File: config.mk
export PLATFORM = sky130hd
export DESIGN_NAME = trace_capture_unit
export DESIGN_NICKNAME = d
export VERILOG_FILES = /design/src/rtl/trace_pkg.sv /design/src/rtl/trace_ram.sv /design/src/rtl/trace_capture_unit.sv
export SDC_FILE = /design/constraint.sdc
export NUM_CORES = 1
export LEC_CHECK = 0
export BUFFER_PORTS_ARGS = -buffer_cell sky130_fd_sc_hd__clkbuf_2
export CORE_MARGIN = 1
export CORE_UTILIZATION = 65
export DETAILED_ROUTE_END_ITERATION = 8
export GPL_TIMING_DRIVEN = 0
export PLACE_DENSITY_LB_ADDON = 0.25
export SYNTH_ARGS = -nofsm -noshare
export SYNTH_HDL_FRONTEND = slang
export SYNTH_SLANG_ARGS = --single-unit
File: constraint.sdc
create_clock -name CLK -period 4.8 [get_ports CLK]
set_clock_uncertainty 0.2 [all_clocks]
set_input_delay 0.24 -clock CLK [delete_from_list [all_inputs] [get_ports CLK]]
set_output_delay 0.24 -clock CLK [all_outputs]
set_load 0.01 [all_outputs]
File: src/rtl/trace_pkg.sv
// Shared trace capture types: FSM encoding, flag bit positions, entry layout.
package trace_pkg;

  localparam int FLAG_W     = 5;
  localparam int FLG_AUX    = 0;
  localparam int FLG_CARRY  = 1;
  localparam int FLG_SIGN   = 2;
  localparam int FLG_ZERO   = 3;
  localparam int FLG_PARITY = 4;

  localparam int TRACE_DATA_W  = 32;
  localparam int TRACE_STAMP_W = 16;

  typedef enum logic [1:0] {
    IDLE = 2'd0,
    RUN  = 2'd1,
    STOP = 2'd2
  } trace_state_t;

  // Entry layout at default widths; the top packs the same field order.
  typedef struct packed {
    logic [TRACE_DATA_W-1:0]  data;
    logic [FLAG_W-1:0]        flags;
    logic [TRACE_STAMP_W-1:0] stamp;
  } trace_entry_t;

endpackage

File: src/rtl/trace_ram.sv
// Trace buffer storage: one write port, one registered read port.
module trace_ram
  import trace_pkg::*;
#(
  parameter int WIDTH = TRACE_DATA_W + FLAG_W + TRACE_STAMP_W,
  parameter int DEPTH = 16
) (
  input  logic                     CLK,
  input  logic                     RST,
  input  logic                     we,
  input  logic [$clog2(DEPTH)-1:0] waddr,
  input  logic [WIDTH-1:0]         wdata,
  input  logic                     re,
  input  logic [$clog2(DEPTH)-1:0] raddr,
  output logic [WIDTH-1:0]         rdata
);

  logic [WIDTH-1:0] mem [DEPTH];

  always_ff @(posedge CLK) begin
    if (we) mem[waddr] <= wdata;
  end

  // Read register holds its value until the next pop.
  always_ff @(posedge CLK or negedge RST) begin
    if (!RST) rdata <= '0;
    else if (re) rdata <= mem[raddr];
  end

endmodule

File: src/rtl/trace_capture_unit.sv
// Execution trace capture FIFO with stop/overwrite policy and timestamps.
// Optional TRACE_CHANGE_ONLY_EN: push only when {result, flags} changes.
module trace_capture_unit
  import trace_pkg::*;
#(
  parameter int DATA_WIDTH = TRACE_DATA_W,
  parameter int DEPTH      = 16,
  parameter int STAMP_W    = TRACE_STAMP_W,
  parameter int WRAP_MODE  = 0
) (
  input  logic                    CLK,
  input  logic                    RST,
  input  logic                    cap_en,
  input  logic                    cap_valid,
  input  logic [DATA_WIDTH-1:0]   result,
  input  logic [FLAG_W-1:0]       flags,
  input  logic                    rd_req,
  output logic                    rd_valid,
  output logic [DATA_WIDTH-1:0]   rd_data,
  output logic [FLAG_W-1:0]       rd_flags,
  output logic [STAMP_W-1:0]      rd_stamp,
  output logic [$clog2(DEPTH):0]  count,
  output logic                    full,
  output logic                    empty,
  output logic [7:0]              ovf_cnt,
  output logic [1:0]              state
);

  localparam int AW = $clog2(DEPTH);
  localparam int CW = AW + 1;
  localparam int EW = DATA_WIDTH + FLAG_W + STAMP_W;
  localparam logic [CW-1:0] FULL_CNT = CW'(DEPTH);
  localparam logic WRAP = (WRAP_MODE != 0);

  trace_state_t cur_state, nxt_state;

  logic [AW-1:0]      wr_ptr, rd_ptr;
  logic [CW-1:0]      cnt;
  logic [STAMP_W-1:0] stamp;
  logic [7:0]         ovf;
  logic               rd_vld;

  logic is_full, is_empty;
  logic pop, push_try, chg_ok;
  logic do_wr, drop, ovwr;
  logic inc, dec;

  logic [EW-1:0] wr_ent, rd_ent;

  assign is_full  = (cnt == FULL_CNT);
  assign is_empty = (cnt == '0);
  assign pop      = rd_req && !is_empty;
  assign push_try = (cur_state == RUN) && cap_valid && chg_ok;

  assign do_wr = push_try && (!is_full || pop || WRAP);
  assign drop  = push_try && is_full && !pop && !WRAP;
  assign ovwr  = push_try && is_full && !pop && WRAP;

  assign inc = do_wr && !pop && !ovwr;
  assign dec = pop && !do_wr;

  assign wr_ent = {result, flags, stamp};

`ifdef TRACE_CHANGE_ONLY_EN
  logic [DATA_WIDTH+FLAG_W-1:0] last_val;
  logic                         have_last;

  // Idle forgets the history so a fresh capture always records first value.
  always_ff @(posedge CLK or negedge RST) begin
    if (!RST) begin
      have_last <= 1'b0;
      last_val  <= '0;
    end else if (cur_state == IDLE) begin
      have_last <= 1'b0;
    end else if (push_try) begin
      have_last <= 1'b1;
      last_val  <= {result, flags};
    end
  end

  assign chg_ok = !have_last || ({result, flags} != last_val);
`else
  assign chg_ok = 1'b1;
`endif

  always_comb begin
    nxt_state = cur_state;
    unique case (cur_state)
      IDLE: if (cap_en) nxt_state = RUN;
      RUN: begin
        if (!cap_en)   nxt_state = IDLE;
        else if (drop) nxt_state = STOP;
      end
      STOP: begin
        if (!cap_en)              nxt_state = IDLE;
        else if (cnt < FULL_CNT)  nxt_state = RUN;
      end
      default: nxt_state = IDLE;
    endcase
  end

  always_ff @(posedge CLK or negedge RST) begin
    if (!RST) begin
      cur_state <= IDLE;
      wr_ptr    <= '0;
      rd_ptr    <= '0;
      cnt       <= '0;
      stamp     <= '0;
      ovf       <= '0;
      rd_vld    <= 1'b0;
    end else begin
      cur_state <= nxt_state;
      stamp     <= stamp + STAMP_W'(1);
      rd_vld    <= pop;
      if (do_wr) wr_ptr <= wr_ptr + AW'(1);
      if (pop || ovwr) rd_ptr <= rd_ptr + AW'(1);
      unique case (1'b1)
        inc:     cnt <= cnt + CW'(1);
        dec:     cnt <= cnt - CW'(1);
        default: ;
      endcase
      if ((drop || ovwr) && ovf != 8'hFF) ovf <= ovf + 8'd1;
    end
  end

  trace_ram #(
    .WIDTH (EW),
    .DEPTH (DEPTH)
  ) u_ram (
    .CLK   (CLK),
    .RST   (RST),
    .we    (do_wr),
    .waddr (wr_ptr),
    .wdata (wr_ent),
    .re    (pop),
    .raddr (rd_ptr),
    .rdata (rd_ent)
  );

  assign {rd_data, rd_flags, rd_stamp} = rd_ent;

  assign rd_valid = rd_vld;
  assign count    = cnt;
  assign full     = is_full;
  assign empty    = is_empty;
  assign ovf_cnt  = ovf;
  assign state    = cur_state;

endmodule

After elaboration in Yosys (flattened, before gate mapping)
Memory sizes are Yosys's and may differ from the RTL's. A register that Yosys moved wholly into a read port is not among the register bits.
Cells that the tools add are included.
Widths: inputs -> output; s select.

word-level totals
  register bits = 40
  bits in writable memories = 848
  memories kept = 1
  logic and storage cells = 49

memory list
  memory     words  bits a word  read ports  clocked after Yosys merged registers in  wr ports  line             source
  u_ram.mem  16     53           1           1                                        1         trace_ram.sv:18  logic [WIDTH-1:0] mem [DEPTH];

operators by class
  magnitude comparators = 1
  eq/ne operators = 7
  $add $sub $neg = 6
  mux-type cells = 9
  reduce and logical (&&, ||, !) cells = 18

operators by type and width
  cell                   number
  $add 16x1->16 const B  1
  $mux 2                 5
  $pmux 5 s2             1
  $add 4x1->4 const B    2
  $add 8x1->8 const B    1
  $logic_and 1x1->1      8
  $ne 8x8->1 const B     1
  $ne 3x3->1 const B     2
  $pmux 2 s3             1
  $add 5x1->5 const B    1
  $eq 5x5->1 const B     1
  $logic_not 1->1        5
  $logic_not 5->1        1
  $lt 5x5->1 const B     1
  $sub 5x1->5 const B    1
  $reduce_and 3->1       1
  $eq 2x1->1 const B     1
  $eq 2x2->1 const B     1
  $logic_not 2->1        1
  $mux 1                 2
  $ne 2x2->1 const B     1
  $reduce_bool 2->1      1
  $logic_or 1x1->1       1

Depth between registers and ports, before layout
Gate-level depths: netlist (run 1).

  word-level depth = 8
  gate-level depth with buffers = 9
  depth with buffers taken out = 8

Hierarchy
Synthesis (run 1) repeated with hierarchy kept, for this count alone.

second synthesis, totals
  cell total of the unflattened synthesis = 1613
  area, all modules = 36135.9 µm²

by module, submodules not included
  module              times used  cells an instance  area each (µm²)
  trace_ram           1           1435               34136.5
  trace_capture_unit  1           178                1999.4

Worst setup path after synthesis (run 1)
Ideal clock, no wire load.

  path type = reg-to-reg
  from = reg cnt[4] (netlist: count[4])
  to = mem u_ram.mem[13][0] (netlist bit), enable pin
  slack = 1547 ps
  clock period less this slack = 3253 ps
  data required time = 4185 ps
  arrival = 2638 ps
  buffers on the path = 1
  stages on the path, launching flop included = 5
  cells stage by stage = dfrtp_1 clkbuf_1 nor2b_1 a21oi_1 and4_1

between the ends
  cells in the longest elaborated chain, start to end = 7
  elaborated cells on any way between the ends = 9
  classes of those cells = eq/ne: 1; mux: 2; reduce/logical: 6

RTL lines
  what                            line                       source
  from (decl)                     trace_capture_unit.sv:38   logic [CW-1:0] cnt;
  from (signal assigned)          trace_capture_unit.sv:118  inc: cnt <= cnt + CW'(1);
  from (signal assigned)          trace_capture_unit.sv:119  dec: cnt <= cnt - CW'(1);
  $logic_not 5->1                 trace_capture_unit.sv:51   assign is_empty = (cnt == '0);
  $logic_not 1->1                 trace_capture_unit.sv:52   assign pop = rd_req && !is_empty;
  $logic_and 1x1->1               trace_capture_unit.sv:52
  $logic_or 1x1->1 *              trace_capture_unit.sv:55   assign do_wr = push_try && (!is_full || pop || WRAP);
  $logic_and 1x1->1 *             trace_capture_unit.sv:55
  $mux 1 *                        trace_ram.sv:21            if (we) mem[waddr] <= wdata;
  $mux 1 (not written as such) *  trace_ram.sv:21
  to (decl)                       trace_ram.sv:18

Every way passes the cells marked *; elsewhere a longest branch is shown, timed or not.

==> results of run 1 <==
-- through the flow --
stage | cell area (um^2) | TNS, ns | hold slack (ns) | std cells | utilization, %
floorplan | 35500 | 0 | -0.256 | 1600 | -
global placement | 37000 | -2.57 | 0.267 | 2408 | 68.5
detailed placement | 37400 | 0 | -0.138 | 2425 | 69.3
CTS | 40700 | 0 | 0.0508 | 2633 | 75.6
global route | 40700 | 0 | 0.0758 | 2633 | 75.6
finish | 40700 | 0 | 0.0145 | 2634 | 75.6
-- cell families after synthesis --
logic type	Yosys count
AND/OR/NAND/NOR	82
AO/OA/AOI/OAI	176
buffers and inverters	92
XOR/XNOR	29
flip-flops	941
adder cells (fa/ha/maj)	11
multiplexers	269
-- cell usage after synthesis, types with 3 or more instances --
| cell type | number | share of area (%) |
|---|---|---|
| edfxtp_1 | 848 | 72 |
| mux4_2 | 212 | 13 |
| o22ai_1 | 106 | 1.9 |
| dfrtp_1 | 93 | 6.5 |
| mux2_2 | 57 | 1.8 |
| a21oi_1 | 56 | 0.79 |
| clkbuf_1 | 39 | 0.41 |
| buf_2 | 30 | 0.42 |
| xor2_1 | 15 | 0.37 |
| nand2_1 | 14 | 0.15 |
| xnor2_1 | 14 | 0.35 |
| and2_1 | 13 | 0.23 |
| buf_1 | 10 | 0.11 |
| ha_1 | 10 | 0.35 |
| nand3_1 | 10 | 0.14 |
| nor2_1 | 10 | 0.11 |
| buf_4 | 7 | 0.15 |
| nand4_1 | 6 | 0.11 |
| and4_1 | 5 | 0.12 |
| inv_1 | 5 | 0.053 |
| nor3_1 | 4 | 0.056 |
| nor4_1 | 4 | 0.070 |
| a31oi_1 | 3 | 0.053 |
| nand2b_1 | 3 | 0.053 |
-- power groups by stage --
stage	clock, W	combinational [W]	sequential (W)
after floorplan	0	0.00392	0.0101
after global placement	0	0.00577	0.0101
after detailed placement	0	0.00597	0.0101
after CTS	0.00713	0.00614	0.00991
after global routing	0.00744	0.00645	0.00995
final	0.00710	0.00614	0.00992
-- state kept, by name, summed over array words and instances, names as in the netlist --
| signal | flops |
|---|---|
| ovf_cnt | 8 |
| u_ram.rdata | 53 |
| rd_ptr | 4 |
| state | 2 |
| count | 5 |
| rd_valid | 1 |
| stamp | 16 |
| u_ram.mem | 848 |
| wr_ptr | 4 |
-- worst min path at each step --
stage                                 to   start  slack [ns]  depth (start not counted)
after floorplan                 count[0]     RST       -0.26                          0
after global routing            state[0]     RST        0.08                          3
final                     u_ram.rdata[0]     RST        0.01                          3
after global placement          state[0]  cap_en        0.27                          2
after CTS                       state[0]     RST        0.05                          3
after detailed placement        count[0]     RST       -0.14                          1
-- final cells by class --
class	instances	area, um^2
tap	696	871
buffer	86	387
clock inverter	38	377
antenna	1	2.50
clock buffer	127	2570
multi-input combinational	567	7370
inverter	6	22.5
fill	2812	13200
sequential	941	27800
timing repair buffer	172	1360
-- critical path, cell delays in order (launching register included) --
cell	delay (ns)
dfrtp_1	0.35
buf_2	0.40
buf_1	0.82
clkbuf_1	0.76
mux4_2	0.46
o22ai_1	0.31
a21oi_1	0.12
-- layer usage --
layer	global-route usage (%)	up-vias	share of wire, %
met5	0	-	0
met1	42.1	9603	37
li1	-	7264	-
met2	51.8	1186	51
met3	5.32	191	9.1
met4	10.8	0	3.1
-- repair_timing --
item                      CTS  global route
hold buffers               43             0
setup buffers               0             0
hold endpoints to repair  692             0
==> out/metrics.cfg, run 1 <==
[floorplanning]
die_h_um = 236
dieWidth_um = 236
fp.coreArea_um2 = 53900
io_pins = 113
die-area_um2 = 55600
rows = 85
start_util_pct = 65.9

[placed_design]
dp_hpwl_um = 46800
gp_congestion = 0.774
io_buffers = 112
post-place-ws_ns = 1.48

[route]
wl_per_cell_um = 31.8
dr.pass1.iters = 5
drtAntennaViolNets = 0
drt_iter0_drc = 2098
wirelength_um = 83900
avgViaCountPerCell = 6.93
drc = 0
vias = 18200

[logic_synthesis]
synth_fa_ha_area_share_pct = 0.408
synth_cell_type_count = 44
synth_area_per_cell_um2 = 22.2
synth_ff_type = edfxtp_1
synth-seq-area-share_pct = 78.2
ys_ff_latch = 941
synthCells = 1600
synth_nets = 1653
synth_edf_count = 848
synth_top_family_by_area = multiplexers
synthSimpleGateAreaFrac_pct = 1.30
synthArstFlopShare_pct = 9.88
synth_compound_area_share_pct = 2.96
ys_warn_count = 0
synth.area.mux_share_pct = 15.2
synth_xor_area_share_pct = 0.715
syn-cell-area_um2 = 35500

[finish]
nets = 1916
final_cell_mix = edfxtp_1 (848), mux4_2 (212), clkbuf_2 (111), o22ai_1 (106), clkbuf_16 (94)
mostFrequentLayoutCell = edfxtp_1
areaGrowthSynthToFinish_pct = 14.7
drive_above_1_share_pct = 30.1

[timing]
rsz0062_at_grt = no
worst_pin_slew_ns = 1.08
setup_viol_count_final = 0
slew_violations = 0
clock.fmax_mhz = 281
finalHoldViolations = 0
max-slew-margin-rel_pct = 28.3
period_share_pct = 74.3
setup_ws_ns = 1.24
final.min_clock_period_ns = 3.56

[pwr]
power_switching_w = 0.00677
intPower_w = 0.0164
comb_power_share_pct = 26.5
p_leak_nw = 13.4
ir_worst_vdd_uv = 335
pwr-share-clk_pct = 30.7
cellPowerDensity_nw_per_um2 = 568
finalPower_w = 0.0232
p_seq_share_pct = 42.8
switching_share_pct = 29.2

[global_route]
grt_pass1_wl_um = 123000
grt_max_degree = 90
grt-ovfl-total = 0
antenna_found_initial = 0
grt_pass1_vias = 18900
grt_use_total_pct = 31.0

[cts]
cts_buffer_depth = 3
cts_buffers = 89
clock-sinks = 941
clock_latency_ns = 0.64
cts_resized = 0
cts_tree = yes
h-tree-depth = 3
cts_root_buffer = clkbuf_16
cts.clk_slew.worst_paths_ns = 0.06

[critical_path]
crit_path_end = u_ram.rdata[39]
cp.required_ns = 5.09
reg2reg_from = rd_ptr[3]
worstRegToRegCells = 6
critPathKind = reg2reg
cp_data_arrival_time_ns = 3.85
start_kind = flip-flop
worstSetupEndpointType = flip-flop
crit_fanout = 10
r2r_end = u_ram.rdata[39]
r2r_slack_ns = 1.24
cp-startpoint = rd_ptr[3]

[flow_run]
cap_violations = 0

[hold_path]
hp-class = in2async

[status]
status = complete, no violations

(Power assumes the default switching activity.)
==> run 2, diff against run 1 <==
--- a/config.mk
+++ b/config.mk
@@ -5,9 +5,10 @@
 export SDC_FILE = /design/constraint.sdc
 export NUM_CORES = 1
 export LEC_CHECK = 0
+export ABC_AREA = 1
 export BUFFER_PORTS_ARGS = -buffer_cell sky130_fd_sc_hd__clkbuf_2
 export CORE_MARGIN = 1
-export CORE_UTILIZATION = 65
+export CORE_UTILIZATION = 62
 export DETAILED_ROUTE_END_ITERATION = 8
 export GPL_TIMING_DRIVEN = 0
 export PLACE_DENSITY_LB_ADDON = 0.25
==> constraint.sdc (replaced) <==
create_clock -name CLK -period 3.49 [get_ports CLK]
set_clock_uncertainty 0.2 [all_clocks]
set_input_delay 0.1745 -clock CLK [delete_from_list [all_inputs] [get_ports CLK]]
set_output_delay 0.1745 -clock CLK [all_outputs]
set_load 0.01 [all_outputs]
==> out/metrics.cfg, run 2 <==
[cts]
postCtsSetupBuffers = 0  ; unchanged
cts.clk_slew.worst_paths_ns = 0.06  ; about the same
cts_root_buffer = clkbuf_16
h-tree-depth = 3  ; unchanged
cts_tree = yes
cts_buffers = 92  ; +3.4%
cts_buffer_depth = 3  ; unchanged
clock_latency_ns = 0.65  ; about the same
clock-sinks = 941  ; unchanged

[flow_run]
cap_violations = 0  ; unchanged

[finish]
largest-register = u_ram.mem
largest_reg_flops = 848  ; unchanged
multiInputGateArea_um2 = 9000  ; +22%
fill_cells = 3678  ; +31%
mostFrequentLayoutCell = nand2_1
final_util_pct = 72.1  ; -3.4 points
final_cell_area_um2 = 43400  ; +6.6%
final_cell_mix = nand2_1 (1303), edfxtp_1 (848), nand3_1 (630), buf_2 (111), clkbuf_2 (111)
antenna_cells = 0  ; -1
largestRegisters = u_ram.mem: 848 flops, u_ram.rdata: 53 flops, stamp: 16 flops
areaGrowthSynthToFinish_pct = 15.2
nets = 3548  ; +85%
final_cell_count_no_fill = 4354  ; +65%
seqCellArea_um2 = 27800  ; unchanged
drive_above_1_share_pct = 12.0  ; -18 points

[critical_path]
start_kind = flip-flop
reg2reg_from = count[0]
worstSetupEndpointType = flip-flop
cp.required_ns = 3.64  ; -1.45 ns
r2r_slack_ns = 0.35  ; -0.89 ns
r2r_end = u_ram.mem[10][9]
cp_slowest_cell = nor2_4
cp_num_buf_inv = 3  ; unchanged
crit_family = simple AND/OR/NAND/NOR gates
cp-startpoint = count[0]
crit_top_cell = nand2_1
cp_cell_sequence = nor2_1, nand4_1, nand2_1, inv_1, nand2_1, nor2_4, buf_12, buf_16
critPathKind = reg2reg
cp_data_arrival_time_ns = 3.30  ; -0.55 ns
worstRegToRegCells = 8  ; +2
crit_fanout = 20  ; +10
critPathMaxStageDelay_ns = 0.69  ; -0.13 ns

[global_route]
grt_pass1_wl_um = 156000  ; +27%
grt_use_total_pct = 33.9  ; +2.9 points
antenna_found_initial = 2  ; +2
grt-ovfl-total = 0  ; unchanged
grt_max_degree = 94  ; +4.4%
grt_pass1_vias = 26500  ; +40%

[logic_synthesis]
synth.top_cell.area_share_pct = 67.5  ; -4.1 points
synth_edf_count = 848  ; unchanged
syn-cell-area_um2 = 37700  ; +6.1%
synthArstFlopShare_pct = 9.88  ; unchanged
yosysMostFrequentCell = nand2_1
synth_commonest_cells = nand2_1 (1303), edfxtp_1 (848), nand3_1 (630), buf_2 (111), dfrtp_1 (93)
synth_largest_area_cell = edfxtp_1
synth_area_per_cell_um2 = 11.7  ; -47%
synth_nets = 3267  ; +98%
ys_ff_latch = 941  ; unchanged
synthCells = 3214  ; +100%
synth_cell_type_count = 28  ; -36%
synth_ff_type = edfxtp_1
synthTopCellsByArea = edfxtp_1 (68%), nand2_1 (13%), nand3_1 (8.4%), dfrtp_1 (6.2%), buf_2 (1.5%)
ys_warn_count = 0  ; unchanged
synth-seq-area-share_pct = 73.7  ; -4.5 points

[hold_path]
hp-class = in2async

[floorplanning]
rows = 90  ; +5.9%
dieWidth_um = 249  ; +5.4%
die_h_um = 249  ; +5.4%
die-area_um2 = 61800  ; +11%
fp.coreArea_um2 = 60200  ; +12%
start_util_pct = 62.6  ; -3.3 points
io_pins = 113  ; unchanged

[timing]
period_share_pct = 90.1  ; +16 points
holdWs_ns = -0.00165  ; -0.0162 ns
setup_viol_count_final = 0  ; unchanged
max-slew-margin-rel_pct = 24.0  ; -4.2 points
clock.fmax_mhz = 318  ; +13%
rsz0062_at_grt = no
worst_pin_slew_ns = 1.14  ; +0.0633 ns
final.min_clock_period_ns = 3.14  ; -0.421 ns
slew_violations = 0  ; unchanged
finalHoldViolations = 1  ; +1

[route]
drtAntennaViolNets = 0  ; unchanged
dr.pass1.iters = 6  ; +1
wl_per_cell_um = 24.1  ; -24%
avgViaCountPerCell = 6.18  ; -11%
drc = 0  ; unchanged
vias = 26900  ; +48%
drt_iter0_drc = 3940  ; +88%
wirelength_um = 105000  ; +25%

[placed_design]
dp_hpwl_um = 65400  ; +40%
gp_congestion = 0.862  ; +11%
postPlaceCellArea_um2 = 40000  ; +7.2%
placed_cells = 4140  ; +71%
io_buffers = 112  ; unchanged

[pwr]
cellPowerDensity_nw_per_um2 = 816  ; +44%
ir_worst_vdd_uv = 508  ; +51%
p_leak_nw = 17.0  ; +26%

[status]
status = finished with violations
violations = negative hold slack

==> run 2: changes by cell type after synthesis, moves of 15 or more <==
| cell | delta |
|---|---|
| a21oi_1 | -38 |
| buf_1 | +16 |
| buf_2 | +81 |
| clkbuf_1 | -15 |
| inv_1 | +24 |
| mux2_2 | -57 |
| mux4_2 | -212 |
| nand2_1 | +1289 |
| nand3_1 | +620 |
| nor2_1 | +23 |
| o22ai_1 | -105 |
==> run 2: layout make-up <==
class	count	area share, %
plain buffers	182	2.08
clock buffers	126	6.00
clock inverters	45	0.855
inverters	34	0.294
multi-input cells	2057	20.7
flip-flops and latches	941	64.0
well taps	782	2.25
repair buffers	187	3.84
==> run 2: worst max path at each step <==
stage                                   end  slack [ns]  depth (start not counted)
after detailed placement   u_ram.mem[10][1]        0.44                          9
after floorplan             u_ram.mem[0][0]       -0.51                          6
final                      u_ram.mem[10][9]        0.35                          8
after CTS                 u_ram.mem[10][14]        0.43                          8
after global placement      u_ram.mem[2][6]       -3.06                          6
after global routing       u_ram.mem[10][1]        0.17                          8
==> run 2: logic make-up after synthesis <==
kind of cell               Yosys count  share of synthesized area (%)
and+or+nand+nor                   1979                           21.9
DFF                                941                           73.7
buffers and inverters              216                           2.74
xor gates and xnor gates            28                          0.650
adders and majority gates           11                          0.385
AOI/OAI and AO/OA                   39                          0.627
==> run 2: metrics by stage <==
step                      setup TNS (ns)  setup slack, ns  power [W]  hold WS [ns]
after floorplan                  -423.03           -0.508     0.0209        -0.321
after global placement          -2322.74            -3.06     0.0248         0.263
after detailed placement               0            0.436     0.0253         0.133
final                                  0            0.346     0.0355      -0.00165
after global routing                   0            0.168     0.0368         0.109
after CTS                              0            0.425     0.0351        0.0421
==> run 2: layer usage <==
layer	global-route usage [%]	share of wire [%]	up-vias
li1	-	-	11700
met1	44.6	36	12900
met2	54.4	47	2011
met3	6.75	12	362
met4	17.1	4.9	2
met5	0	0.011	-
==> run 2: power breakdown <==
part | switching, W | internal (W)
clock | 0.00425 | 0.00560
combinational | 0.00880 | 0.00341
sequential | 0.000354 | 0.0130
total | 0.0134 | 0.0220
==> run 2: timing repair <==
action | 4_1_cts | 5_1_grt
hold endpoints to repair | 703 | 0
gates resized for setup | 0 | 0
hold buffers | 43 | 0
